$ cat src/rtl/popcount_pkg.sv
// Shared types and helpers for the popcount bit-manipulation group.
package popcount_pkg;

    localparam int unsigned MAX_W  = 16;
    localparam int unsigned CNT_W  = 5;

    typedef enum logic [1:0] {
        IDLE   = 2'd0,
        EMIT   = 2'd1,
        FINISH = 2'd2
    } popcount_enum_state_t;

    // Number of set bits in a word of up to MAX_W bits.
    function automatic logic [CNT_W-1:0] popcount_f(input logic [MAX_W-1:0] w);
        logic [CNT_W-1:0] cnt;
        cnt = '0;
        for (int i = 0; i < int'(MAX_W); i++) begin
            cnt = cnt + CNT_W'(w[i]);
        end
        return cnt;
    endfunction

    // Count of trailing zeros; an all-zero word yields MAX_W.
    function automatic logic [CNT_W-1:0] ctz_f(input logic [MAX_W-1:0] w);
        logic [CNT_W-1:0] tz;
        tz = CNT_W'(MAX_W);
        for (int i = int'(MAX_W) - 1; i >= 0; i--) begin
            if (w[i]) begin
                tz = CNT_W'(i);
            end
        end
        return tz;
    endfunction

endpackage

$ cat src/rtl/gosper_next.sv
// Gosper's step: next larger word with the same popcount (no divider).
module gosper_next
    import popcount_pkg::*;
#(
    parameter int unsigned W = 8
) (
    input  logic [W-1:0] w_in,
    output logic [W-1:0] w_out
);

    logic [W-1:0]       low_bit;
    logic [W-1:0]       ripple;
    logic [W-1:0]       moved;
    logic [CNT_W-1:0]   tz;

    // Carry the lowest run up one place, then refill the low ones right-aligned.
    always_comb begin
        low_bit = w_in & (~w_in + W'(1));
        ripple  = w_in + low_bit;
        tz      = ctz_f(MAX_W'(w_in));
        moved   = (ripple ^ w_in) >> 2;
        w_out   = (moved >> tz) | ripple;
    end

endmodule

$ cat src/rtl/popcount_enum.sv
// Streaming enumerator of all W-bit words with popcount k, ascending.
// Optional self-checker enabled by macro POPCOUNT_ENUM_SELFCHECK_EN.
module popcount_enum
    import popcount_pkg::*;
#(
    parameter int unsigned W  = 8,
    parameter int unsigned CW = $clog2(W + 1)
) (
    input  logic          clk,
    input  logic          rst,
    input  logic          start,
    input  logic [CW-1:0] k,
    output logic          out_valid,
    input  logic          out_ready,
    output logic [W-1:0]  word,
    output logic          last,
    output logic [W-1:0]  index,
    output logic          busy,
    output logic          done,
    output logic          err
);

    localparam int unsigned WP1 = W + 1;

    popcount_enum_state_t state_q, state_d;
    logic [W-1:0]         word_q, word_d;
    logic [W-1:0]         index_q, index_d;
    logic [W-1:0]         last_word_q, last_word_d;
    logic [W-1:0]         next_word_c;
    logic [W-1:0]         first_word_c;
    logic                 last_c;
    logic                 k_in_range_c;

    gosper_next #(.W(W)) u_gosper (
        .w_in  (word_q),
        .w_out (next_word_c)
    );

    // First word (k low ones) and range check for the incoming k.
    always_comb begin
        first_word_c = W'((WP1'(1) << k) - WP1'(1));
        k_in_range_c = (32'(k) <= W);
    end

    // Final word of the run is the k ones packed at the top.
    assign last_c    = (state_q == EMIT) && (word_q == last_word_q);

    assign out_valid = (state_q == EMIT);
    assign busy      = (state_q != IDLE);
    assign done      = (state_q == FINISH);
    assign word      = word_q;
    assign index     = index_q;
    assign last      = last_c;

    // Next-state and datapath update.
    always_comb begin
        state_d     = state_q;
        word_d      = word_q;
        index_d     = index_q;
        last_word_d = last_word_q;
        unique case (state_q)
            IDLE: begin
                if (start) begin
                    if (k_in_range_c) begin
                        word_d      = first_word_c;
                        index_d     = '0;
                        last_word_d = W'(first_word_c << (W - 32'(k)));
                        state_d     = EMIT;
                    end else begin
                        state_d     = FINISH;
                    end
                end
            end
            EMIT: begin
                if (out_ready) begin
                    if (last_c) begin
                        state_d = FINISH;
                    end else begin
                        word_d  = next_word_c;
                        index_d = index_q + W'(1);
                    end
                end
            end
            FINISH: begin
                state_d = IDLE;
            end
            default: begin
                state_d = IDLE;
            end
        endcase
    end

    // State and datapath registers.
    always_ff @(posedge clk) begin
        if (rst) begin
            state_q     <= IDLE;
            word_q      <= '0;
            index_q     <= '0;
            last_word_q <= '0;
        end else begin
            state_q     <= state_d;
            word_q      <= word_d;
            index_q     <= index_d;
            last_word_q <= last_word_d;
        end
    end

`ifdef POPCOUNT_ENUM_SELFCHECK_EN
    logic [CW-1:0] k_q, k_d;
    logic [W-1:0]  prev_q, prev_d;
    logic          have_prev_q, have_prev_d;
    logic          err_q, err_d;

    // Check each accepted word for popcount and strict ascending order.
    always_comb begin
        k_d         = k_q;
        prev_d      = prev_q;
        have_prev_d = have_prev_q;
        err_d       = err_q;
        if ((state_q == IDLE) && start) begin
            k_d         = k;
            have_prev_d = 1'b0;
        end
        if (out_valid && out_ready) begin
            if (popcount_f(MAX_W'(word_q)) != CNT_W'(k_q)) begin
                err_d = 1'b1;
            end
            if (have_prev_q && (word_q <= prev_q)) begin
                err_d = 1'b1;
            end
            prev_d      = word_q;
            have_prev_d = 1'b1;
        end
    end

    // Checker registers; err is sticky until reset.
    always_ff @(posedge clk) begin
        if (rst) begin
            k_q         <= '0;
            prev_q      <= '0;
            have_prev_q <= 1'b0;
            err_q       <= 1'b0;
        end else begin
            k_q         <= k_d;
            prev_q      <= prev_d;
            have_prev_q <= have_prev_d;
            err_q       <= err_d;
        end
    end

    assign err = err_q;
`else
    assign err = 1'b0;
`endif

endmodule

$ cat config.mk
export PLATFORM = sky130hd
export DESIGN_NAME = popcount_enum
export DESIGN_NICKNAME = d
export VERILOG_FILES = /design/src/rtl/popcount_pkg.sv /design/src/rtl/gosper_next.sv /design/src/rtl/popcount_enum.sv
export SDC_FILE = /design/constraint.sdc
export NUM_CORES = 1
export LEC_CHECK = 0
export CAP_MARGIN = 5
export CORE_MARGIN = 5
export CORE_UTILIZATION = 46
export CTS_CLUSTER_DIAMETER = 60
export DETAILED_ROUTE_END_ITERATION = 10
export PLACE_DENSITY = 0.74
export SYNTH_ARGS = -nofsm -noshare
export SYNTH_HDL_FRONTEND = slang
export SYNTH_SLANG_ARGS = --single-unit
$ cat constraint.sdc
create_clock -name clk -period 6.8 [get_ports clk]
set_clock_uncertainty 0.1 [all_clocks]
set_input_delay 1.36 -clock clk [delete_from_list [all_inputs] [get_ports clk]]
set_output_delay 1.36 -clock clk [all_outputs]
set_load 0.005 [all_outputs]
## Word level (Yosys, flattened, before mapping)

Index checks and enable logic that the tools add are counted.

- Shifts and indexed selects: 3
- Add/subtract/negate cells: 5
- Eq/ne operators: 8
- Magnitude comparators: 1
- Bitwise gates (word level): 4
- Reductions and logical operators: 7
- Multiplexer cells: 23

Operators by type and width:

| kind | number |
|---|---|
| two-way mux 8 bit | 8 |
| two-way mux 5 bit | 8 |
| one-hot mux 8 bit (2 select lines) | 2 |
| left shift 8 x 32 -> 8 bit | 1 |
| adder 8 x 1 -> 8 bit, second input constant | 2 |
| adder 8 bit | 1 |
| AND 8 bit | 1 |
| == test 8 bit | 1 |
| two-way mux 2 bit | 4 |
| inverter 8 bit | 1 |
| bitwise OR 8 bit | 1 |
| left shift 1 x 4 -> 8 bit, first input constant | 1 |
| right shift 6 x 5 -> 8 bit | 1 |
| subtractor 8 x 2 -> 8 bit, second input constant | 1 |
| XOR 8 bit | 1 |
| != test 2 bit, second input constant | 3 |
| AND reduction 3 bit | 2 |
| AND reduction 5 bit | 1 |
| subtractor 4 x 4 -> 5 bit, first input constant | 1 |
| less-or-equal comparator 4 bit, second input constant | 1 |
| != test 2 x 1 -> 1 bit, second input constant | 2 |
| one-hot mux 2 bit (2 select lines) | 1 |
| nonzero test 2 bit | 2 |
| == test 2 x 1 -> 1 bit, second input constant | 1 |
| 3 further kinds | 3 |

- Flip-flop bits (word level): 26
- Output and inout port bits: 21
- Bits of input ports: 8
- Logic and storage cells: 55

## Depth between registers and ports, before layout

- Depth after elaboration: 13
- Gate-level depth with buffers: 13
- Gate-level depth less buffers: 12

## Modules after synthesis

From an unflattened synthesis, not the netlist that was laid out.

- Cell total of the unflattened synthesis: 326
- Area, all modules: 2,436.1 µm²

By module, submodules not included:

| module | times used | area each (µm²) | seq. area each (µm²) | cells an instance |
|---|---|---|---|---|
| popcount_enum | 1 | 1,868.0 | 520.5 | 240 |
| gosper_next | 1 | 568.0 | 0.0 | 86 |

## Worst setup path after synthesis

Ideal clock, no wire load.

- Kind: input to register
- From: in k[0]
- To: reg last_word_q[7]
- Required time: 6.577 ns
- Stages on the path: 13
- Buffers on the path: 1
- Setup time: 0.123 ns
- Path slack: 3.105 ns
- Arrival time: 3.472 ns
- Cells stage by stage: inv_2 ha_1 ha_1 nor2b_1 inv_1 ha_1 clkbuf_1 nor3b_1 o31ai_1 a31oi_1 o21ai_0 a222oi_1 o21ai_1

- Cells in the longest elaborated chain, start to end: 3
- Elaborated cells between the ends (all ways): 6
- Those cells by class: add/sub: 2; order compare: 1; shift: 2; reduce/logical: 1

RTL lines:

| what | line | text |
|---|---|---|
| start: declaration | popcount_enum.sv:12 | `input logic [CW-1:0] k,` |
| left shift 1 x 4 -> 8 bit | popcount_enum.sv:41 | `first_word_c = W'((WP1'(1) << k) - WP1'(1));` |
| subtractor 8 x 2 -> 8 bit | popcount_enum.sv:41 |  |
| left shift 8 x 32 -> 8 bit | popcount_enum.sv:67 | `last_word_d = W'(first_word_c << (W - 32'(k)));` |
| end signal: assignment | popcount_enum.sv:104 | `last_word_q <= last_word_d;` |
| end: declaration | popcount_enum.sv:28 | `logic [W-1:0] last_word_q, last_word_d;` |

Parallel ways exist; a longest one is shown, timed or not.
A chain may end at the register's enable or synchronous reset.

## Final worst setup path

Same ends and word-level chain as after synthesis.

==> metrics.cfg <==
[power_and_ir_drop]
seq_power_share_pct = 33.3
p_int_mw = 0.386
p_per_area_nw_per_um2 = 238
p_comb_share_pct = 47.0
p_sw_mw = 0.268
irDropWorstVdd_v = 0.000149
switching_share_pct = 41.0
p_leak_nw = 0.988
p_clk_share_pct = 19.7

[final_layout]
multi_input_area_sq_um = 1730
fillers = 517
syn2layout_area_growth_pct = 13.5
nNetsFinal = 352
instances_no_fill = 405
seq_area_sq_um = 520
n_antenna_cell = 0
final_cell_mix = nor2_1 (27), clkdlybuf4s50_1 (27), nand2_1 (26), dfxtp_1 (26), a21oi_1 (25)
drive_gt1_share_pct = 5.37

[timing]
fmax_ghz = 0.213
fin_crit_sh_pct = 69.0
setup_violations = 0
finalHoldViolations = 0
worst_pin_slew_ns = 0.846
maxSlewViolCount = 0
setup_slack_ns = 2.11
grt_setup_unrepaired = no
fin_setup_tns_ns = 0
relSlewSlack_pct = 43.5
post-route-min-period_ns = 4.69

[logic_synthesis]
async_flop_share_pct = 0
synth_top_area_share_pct = 21.6
synthTopCellsByArea = dfxtp_1 (22%), mux2i_1 (6.2%), a21oi_1 (5.2%)
syn_nets = 343
ys_types = 70
synth_compound_area_share_pct = 30.3
synth_seq_area_share_pct = 21.6
netlist_instances = 327
yosysTopAreaCell = dfxtp_1
post_synth_fa_ha_maj_area_fraction_pct = 4.15
synth_top_flop_cell = dfxtp_1
synthXorXnorAreaFrac_pct = 4.72
yosys.area_share.simple_pct = 26.3
synth_top_family_by_area = compound AO/OA/AOI/OAI gates
syn-cell-area_sq_um = 2410
synth_edf_count = 0
ys_warn_count = 0
synth.area.mux_share_pct = 6.22
ys_ff_latch = 26
synth.avg_cell_area_sq_um = 7.38

[placed_design]
place_inst = 401
portBuffers = 27
pre_cts_slack_ns = 1.85
place_congestion = 0.936
dp_hpwl_mm = 4.60

[run_status]
status = finished, final reports clean

[clock_tree]
clock_path_buffers = 2
cts_resized = 0
cts_tree = done
postCtsSetupBuffers = 0
clock-sinks = 26
ctsHoldBuffers = 0
clkSlewWorstSetupHoldPaths_ns = 0.09
insertion_delay_ns = 0.27
htree_levels = 1
cts_buffers = 3
root_buffer = clkbuf_8

[floorplanning]
die-area_sq_um = 6800
initial_core_util_pct = 47.3
core_sq_um = 5110
die_w_um = 82.4
core.rowCount = 26
io_pins = 29
die_height_um = 82.4

[critical_path]
endpoint_kind = flip-flop
critPathKind = in -> reg
cpMostUsedCell = ha_1
worstPathRequired_ns = 6.86
max_stage_delay_ns = 0.81
path_cells = clkdlybuf4s50_1 > inv_2 > ha_1 > ha_1 > nor2b_1 > inv_1 > ha_1 > nor3b_1 > o31ai_1 > a31oi_1 > o21ai_0 > a222oi_1 > o21ai_1
cp_max_fo = 13
cp.buffers_inverters = 3
startpoint_type = input pin
crit_family = buffers and inverters
crit_slowest_cell = clkdlybuf4s50_1
cp_data_arrival_time_ns = 4.75

[worst_hold_path]
hold_path_class = reg -> reg

[routing]
drt_pre_antenna_iters = 5
first_iter_violations = 218
vias_per_cell = 6.05
routed-via-count = 2452
ant_nets = 0
drt-wirelength-per-cell_um = 15.6
routed_wl_mm = 6.30
drcViolationCount = 0

[grt]
antenna_found_initial = 0
grt_pass1_wl_mm = 10.8
grt.overflow.total = 0
grt.total_usage_pct = 20.0
grt_pass1_vias = 2290
grt_max_degree = 25

[flow_run]
drv_cap = 0

path summary, 6_finish.rpt:
path	start	endpoint	slack (ns)	cells past startpoint
max	k[0]	last_word_q[7]$_SDFFE_PP0P_	2.11	13
min	last_word_q[7]$_SDFFE_PP0P_	last_word_q[7]$_SDFFE_PP0P_	0.38	2
max reg2reg	state_q[1]$_SDFFE_PP0P_	word[2]$_SDFFE_PP0P_	4.06	7
min reg2reg	last_word_q[7]$_SDFFE_PP0P_	last_word_q[7]$_SDFFE_PP0P_	0.38	2
power groups by stage:
stage               registers [mW]  logic [mW]  clock network (mW)
floorplan                    0.185       0.252                   0
global placement             0.219       0.300                   0
detailed placement           0.220       0.304                   0
CTS                          0.216       0.305               0.133
global route                 0.222       0.341               0.137
finish                       0.217       0.307               0.129
metal layers:
metal | track usage (%) | part of all wire [%] | wire, um | vias to the layer above
met4 | 6.15 | 1.3 | 79 | 0
li1 | - | - | - | 1227
met2 | 31.8 | 47 | 2950 | 77
met3 | 2.93 | 4.9 | 311 | 8
met1 | 27.6 | 47 | 2960 | 1140
met5 | 0 | 0 | 0 | -
kinds of logic after synthesis:
logic type                 Yosys count
and+or+nand+nor                    122
AOI/OAI and AO/OA                  104
buffers and inverters               38
DFF                                 26
muxes                               15
xor gates and xnor gates            13
adders and majority gates            8
other                                1
cell usage after synthesis, types with 6 or more instances:
cell      count
o21ai_1       6
ha_1          8
inv_1        12
a21oi_1      25
nand2b_1      9
nor2_1       27
or3_1         9
o31ai_1       7
o21ai_0      16
nor3_1       12
xnor2_1      10
dfxtp_1      26
clkbuf_1     12
nand3_1       8
mux2i_1      15
buf_2         8
nand2_1      26
registers in the layout, indices dropped and copies added (netlist names):
signal       cells
index            8
last_word_q      8
word             8
state_q          2
tightest hold or removal path: cells and delay by family (launching register included):
family | cells | cell delay, ns
simple gates | 1 | 0.06
flops | 1 | 0.33
compound gates | 1 | 0.05
per-stage QoR:
step | power [mW] | hold WS, ns | instance area (sq um) | utilization [%]
5_1_grt | 0.700 | 0.402 | 2740 | 53.6
2_1_floorplan | 0.437 | 0.342 | 2410 | -
4_1_cts | 0.654 | 0.377 | 2740 | 53.6
6_report | 0.653 | 0.378 | 2740 | 53.6
3_3_place_gp | 0.519 | 0.359 | 2670 | 52.2
3_5_place_dp | 0.524 | 0.364 | 2670 | 52.2
layout make-up:
cell class,count,area share (%)
Clock buffer,3,1.51
Clock inverter,1,1.10
Inverter,15,2.06
Multi-Input combinational cell,263,63.3
Sequential cell,26,19.0
Tap cell,70,3.20
Timing Repair Buffer,27,9.87
No activity file was read; power rests on OpenSTA's default activity.
